==> config.mk <==
export PLATFORM = sky130hd
export DESIGN_NAME = mips_prog_loader
export DESIGN_NICKNAME = d
export VERILOG_FILES = /design/src/rtl/mips_prog_loader.sv
export SDC_FILE = /design/constraint.sdc
export NUM_CORES = 1
export LEC_CHECK = 0
export CELL_PAD_IN_SITES_DETAIL_PLACEMENT = 0
export CELL_PAD_IN_SITES_GLOBAL_PLACEMENT = 1
export CORE_MARGIN = 10
export CORE_UTILIZATION = 41
export DETAILED_ROUTE_END_ITERATION = 12
export GPL_ROUTABILITY_DRIVEN = 0
export GPL_TIMING_DRIVEN = 0
export PLACE_DENSITY = 0.87
export SYNTH_ARGS = -nofsm -noshare
export SYNTH_HDL_FRONTEND = slang
export SYNTH_SLANG_ARGS = --single-unit
==> constraint.sdc <==
create_clock -name clk1 -period 2.6 [get_ports clk1]
set_input_delay 0.52 -clock clk1 [delete_from_list [all_inputs] [get_ports clk1]]
set_output_delay 0.52 -clock clk1 [all_outputs]
set_load 0.02 [all_outputs]
==> src/rtl/mips_prog_loader.sv <==
// mips_prog_loader
// Loads a program image into instruction memory from a byte stream while
// holding the processor in reset. Bytes arrive MSB-first, four per word;
// each assembled word is written at base_addr + words_loaded. Loading stops
// after word_count words, or early when an HLT word (opcode 6'h3f) is written.
//
// state | meaning
// IDLE  | waiting for start; start with word_count==0 goes straight to DONE
// RECV  | accepting bytes (in_ready=1) into the word assembly register
// WRITE | one-cycle memory write of the assembled word
// DONE  | one-cycle done pulse, processor released
//
// Ports
//   clk1          single clock, rising edge
//   rst_n         asynchronous active-low reset
//   start         load request, only honoured in IDLE
//   base_addr     first word address, captured on accepted start
//   word_count    number of words to load, captured on accepted start
//   in_valid      byte stream valid
//   in_data       byte stream data
//   in_ready      byte stream ready (RECV only)
//   mem_we        instruction memory write strobe
//   mem_addr      instruction memory word address
//   mem_wdata     instruction memory write data
//   busy          high whenever not IDLE
//   done          one-cycle completion pulse
//   hlt_seen      an HLT word was loaded, sticky until next accepted start
//   cpu_hold      keeps the processor halted while memory content is invalid
//   words_loaded  words written during the current load
module mips_prog_loader #(
  parameter int ADDR_W = 10
) (
  input  logic              clk1,
  input  logic              rst_n,
  input  logic              start,
  input  logic [ADDR_W-1:0] base_addr,
  input  logic [ADDR_W-1:0] word_count,
  input  logic              in_valid,
  input  logic [7:0]        in_data,
  output logic              in_ready,
  output logic              mem_we,
  output logic [ADDR_W-1:0] mem_addr,
  output logic [31:0]       mem_wdata,
  output logic              busy,
  output logic              done,
  output logic              hlt_seen,
  output logic              cpu_hold,
  output logic [ADDR_W-1:0] words_loaded
);

  typedef enum logic [1:0] {IDLE, RECV, WRITE, DONE} state_t;

  state_t            state;
  logic [ADDR_W-1:0] base_q;
  logic [ADDR_W-1:0] count_q;
  logic [1:0]        byte_idx;
  logic [23:0]       shift_q;   // first three bytes; the fourth is merged on the fly
  logic [ADDR_W-1:0] loaded_next;
  logic              word_is_hlt;

  assign loaded_next = words_loaded + {{(ADDR_W-1){1'b0}}, 1'b1};
  // mem_wdata holds the word being written while in WRITE
  assign word_is_hlt = (mem_wdata[31:26] == 6'h3f);

  always_ff @(posedge clk1 or negedge rst_n) begin
    if (!rst_n) begin
      state        <= IDLE;
      base_q       <= '0;
      count_q      <= '0;
      byte_idx     <= 2'd0;
      shift_q      <= '0;
      in_ready     <= 1'b0;
      mem_we       <= 1'b0;
      mem_addr     <= '0;
      mem_wdata    <= '0;
      busy         <= 1'b0;
      done         <= 1'b0;
      hlt_seen     <= 1'b0;
      cpu_hold     <= 1'b1;
      words_loaded <= '0;
    end else begin
      case (state)
        IDLE: begin
          if (start) begin
            busy <= 1'b1;
            if (word_count != '0) begin
              base_q       <= base_addr;
              count_q      <= word_count;
              words_loaded <= '0;
              byte_idx     <= 2'd0;
              hlt_seen     <= 1'b0;
              cpu_hold     <= 1'b1;
              in_ready     <= 1'b1;
              state        <= RECV;
            end else begin
              done     <= 1'b1;
              cpu_hold <= 1'b0;
              state    <= DONE;
            end
          end
        end
        RECV: begin
          if (in_valid && in_ready) begin
            shift_q  <= {shift_q[15:0], in_data};
            byte_idx <= byte_idx + 2'd1;
            if (byte_idx == 2'd3) begin
              in_ready  <= 1'b0;
              mem_we    <= 1'b1;
              mem_addr  <= base_q + words_loaded;
              mem_wdata <= {shift_q, in_data};
              state     <= WRITE;
            end
          end
        end
        WRITE: begin
          mem_we       <= 1'b0;
          words_loaded <= loaded_next;
          if (word_is_hlt) hlt_seen <= 1'b1;
          if (loaded_next == count_q || word_is_hlt) begin
            done     <= 1'b1;
            cpu_hold <= 1'b0;
            state    <= DONE;
          end else begin
            in_ready <= 1'b1;
            state    <= RECV;
          end
        end
        DONE: begin
          done  <= 1'b0;
          busy  <= 1'b0;
          state <= IDLE;
        end
        default: state <= IDLE;
      endcase
    end
  end

endmodule

==> metrics.csv, run 1 <==
stage,metric,value,unit
critical_path,type of element capturing the critical path,flop,
cts,count of H-tree levels built during CTS,3,
place,Detailed Place HPWL,9070,microns
yosys,post-synthesis instance area,4960,sq um
die,area of the core region,11900,sq um
cts,number of buffers inserted for hold repair after clock tree synthesis,0,
sta,crit path time final,2.44,ns
critical_path,endpoint of the lowest-slack register-to-register path,in_ready,
critical_path,start-to-end type of the worst setup path,input port to flop,
routing,ratio of routed vias to standard cells,5.21,
yosys,Synth Net Count,489,
place,count of placed standard cells including taps,682,
critical_path,largest fanout on the critical path,10,
sta,setup violation total in the final timing report,0,
grt,largest net degree at the start of global routing,55,
grt,remaining global-route overflow,0,
yosys,top cells by area in the synthesized netlist,"sky130_fd_sc_hd__dfrtp_1, sky130_fd_sc_hd__mux2_2, sky130_fd_sc_hd__nand2_1",
yosys,most numerous cell in the Yosys netlist,sky130_fd_sc_hd__dfrtp_1,
die,I/O pins,90,
final_layout,layout cells sized above 1,0.146,
yosys,sequential element share of the synthesized area,0.535,
critical_path,slack of the worst reg-to-reg path,0.16,ns
yosys,asr flop ratio synth,1.00,
critical_path,worst endpoint data arrival time,2.70,ns
yosys,unique cell type count in the Yosys netlist,66,
critical_path,required time of the critical path,2.86,ns
routing,wire length reported by the detailed router,12200,microns
die,die boundary height,130,microns
sta,relative max-transition margin,0.527,
final_layout,final design area excluding fillers,6350,sq um
sta,Final TNS setup,0,ns
grt,overall track demand over capacity in global routing,0.154,
outcome,result of the run,"finished, final reports clean",
final_layout,antenna cells,0,
sta,unrepaired setup endpoints after global routing,false,
routing,first-pass iteration count of the detailed router,4,
sta,Final Max Tran Viols,0,
final_layout,final cell count without fillers,696,
place,placement-stage worst setup slack,-0.220,ns
grt,via count of the first global-routing pass,3930,
cts,cts bufs inserted,9,
min_path,min-delay worst type,input port to asynchronous set/reset pin,
routing,vias post-DR,3626,
die,die outline width,130,microns
grt,first-pass GRT wire length,20600,microns
routing,detailed-route DRC error count,0,
sta,PnR worst setup slack,0.157,ns
final_layout,Seq. cell area,2660,sq um
cts,clock tree from TritonCTS,yes,
yosys,most common flop cell mapped by yosys,sky130_fd_sc_hd__dfrtp_1,
cts,clock root buffer master,sky130_fd_sc_hd__clkbuf_16,
yosys,count of warnings emitted by yosys,0,
cts,clock slew seen by the registers of the worst setup and hold paths,0.07,ns
yosys,most frequent cells after synthesis,"sky130_fd_sc_hd__dfrtp_1, sky130_fd_sc_hd__nand2_1, sky130_fd_sc_hd__mux2_2, sky130_fd_sc_hd__o21ai_0, sky130_fd_sc_hd__clkbuf_1",
final_layout,post-synthesis to final-layout area growth,28.1,%
job,max-cap violation count,0,
cts,maximum buffer depth of the clock tree,2,
routing,detailed-route wire length per cell,17.5,microns
cts,number of clock sinks seen by CTS,106,
pwr,worst vdd rail ir drop,0.608,mV
critical_path,cells on worst reg2reg path,7,
final_layout,multi-input logic area,2180,sq um
critical_path,worst setup path startpoint,word_count[5],
yosys,Post-Syn Area per Cell,11.1,sq um
sta,final critical-path share of the clock period,0.940,
final_layout,final net count,589,
cts,Post-CTS Repair Setup Buffers,0,
critical_path,element type at the critical path start,input port,
die,site row count,40,
place,number of buffers inserted by port buffering,89,
yosys,Cells after Synth,445,
routing,DRT antenna net count,0,
cts,clk_lat worst skew,0.35,ns
critical_path,startpoint of the most critical register-to-register path,words_loaded[1],
sta,clock tree skew after final layout,0.00534,ns
yosys,Post-synth EDFFs,0,
die,Die ar.,16900,sq um
die,effective utilization at floorplan,0.416,
pwr,P_leak,2.83,nW
final_layout,final-layout fill cell count,1084,
sta,final number of hold-violating endpoints,0,
final_layout,final core occ,0.533,
yosys,library cell occupying the most area in the post-synthesis netlist,sky130_fd_sc_hd__dfrtp_1,
sta,Least-Margin Pin Slew,0.709,ns
grt,antenna violations before repair,0,
place,total cell area at the placement stage,6060,sq um
pwr,Pwr per Cell Area,1240,nW/um^2
yosys,share of the synthesized area in the top cell type,0.530,
routing,initial DRC count,232,
yosys,synthesis-stage register bit count,106,
sta,achievable frequency,0.409,GHz
==> timing repair <==
action	4_1_cts	5_1_grt
endpoints found under the setup margin	1	7
resized for setup	0	2
cloned	0	0
==> area by class of cell <==
| class | count | share of cell area |
|---|---|---|
| plain buffers | 19 | 0.0140 |
| clock buffers | 10 | 0.0361 |
| clock inverters | 5 | 0.00887 |
| inverters | 11 | 0.00651 |
| multi-input cells | 308 | 0.343 |
| flip-flops and latches | 106 | 0.418 |
| well taps | 147 | 0.0290 |
| repair buffers | 90 | 0.144 |
==> sequential cells by signal, indices dropped and copies added (netlist names) <==
register and count:
count_q 10, mem_we 1, shift_q 24, mem_addr 10
state 2, cpu_hold 1, base_q 10, mem_wdata 32
words_loaded 10, busy 1, hlt_seen 1, byte_idx 2
done 1, in_ready 1
==> power breakdown <==
| group | switching, W | leakage (nW) | total (W) | internal (W) |
|---|---|---|---|---|
| clock network | 0.000599 | 0.138 | 0.00134 | 0.000740 |
| logic | 0.00187 | 1.36 | 0.00360 | 0.00173 |
| registers | 0.000580 | 1.33 | 0.00296 | 0.00238 |
==> logic make-up (layout without fill, tap and decap cells) <==
kind of cell / count (synthesis) / count (layout) / share of synthesized area
flops: 106 / 106 / 0.535
buf+inv: 31 / 135 / 0.0270
fa+ha+maj: 13 / 13 / 0.0338
compound gates: 66 / 66 / 0.0909
simple gates: 160 / 160 / 0.161
xor+xnor: 18 / 18 / 0.0333
mux: 51 / 51 / 0.118
==> worst max-delay path by stage <==
stage                      endpoint  cells after the start  slack, ns
global route            mem_addr[8]                      8       0.02
CTS                        in_ready                      7       0.13
detailed placement        base_q[7]                      6      -0.22
floorplan                  in_ready                      8       0.31
finish              words_loaded[2]                      7       0.16
global placement       mem_wdata[3]                      1      -2.91
==> critical path: stages <==
cell	delay, ns
sky130_fd_sc_hd__clkdlybuf4s50_1	0.41
sky130_fd_sc_hd__or4_1	0.58
sky130_fd_sc_hd__nor4_4	0.39
sky130_fd_sc_hd__nor2b_1	0.13
sky130_fd_sc_hd__o21ai_2	0.39
sky130_fd_sc_hd__o21ai_0	0.17
sky130_fd_sc_hd__o21ai_0	0.11
==> through the flow <==
| step | total power, W | hold slack [ns] |
|---|---|---|
| floorplan | 0.00514 | 0.224 |
| global placement | 0.00650 | 0.455 |
| detailed placement | 0.00662 | 0.459 |
| CTS | 0.00800 | 0.246 |
| global route | 0.00852 | 0.286 |
| finish | 0.00790 | 0.218 |
==> per-layer routing <==
metal  vias to the layer above  global-route usage  wire (microns)
met2                        89               0.255            5870
met4                         0              0.0456             156
li1                       1731                   -               -
met1                      1792               0.172            4930
met3                        14              0.0734            1220
met5                         -                   0               0
==> layout by cell type (no fill, tap or decap), drive strengths merged, types with 2 or more instances in the layout <==
master | synthesis | routed
clkbuf | 13 | 22
nand3b | 2 | 2
a21oi | 11 | 11
nor4b | 2 | 2
a2111oi | 2 | 2
buf | 7 | 9
a21o | 2 | 2
nor2 | 7 | 7
xnor2 | 12 | 12
dfrtp | 105 | 105
nor3 | 9 | 9
nor2b | 3 | 3
o211ai | 3 | 3
nand4 | 7 | 7
or3 | 5 | 5
o31ai | 7 | 7
ha | 11 | 11
nand2 | 100 | 100
and3 | 3 | 3
mux2 | 51 | 51
nand2b | 4 | 4
o21a | 5 | 5
inv | 11 | 11
clkinv | 0 | 3
nand3 | 6 | 6
nor3b | 2 | 2
a31oi | 2 | 2
xor2 | 6 | 6
o21ai | 21 | 21
clkdlybuf4s50 | 0 | 88
or4 | 2 | 2
and2 | 4 | 4
Power figures use the tool's default switching activity.
==> run 2, diff against run 1 <==
--- a/config.mk
+++ b/config.mk
@@ -13,6 +13,7 @@
 export GPL_ROUTABILITY_DRIVEN = 0
 export GPL_TIMING_DRIVEN = 0
 export PLACE_DENSITY = 0.87
+export SLEW_MARGIN = 0
 export SYNTH_ARGS = -nofsm -noshare
 export SYNTH_HDL_FRONTEND = slang
 export SYNTH_SLANG_ARGS = --single-unit
==> results of run 2 <==
Same layout as run 1: the final DEF is identical, and so are final timing and power.
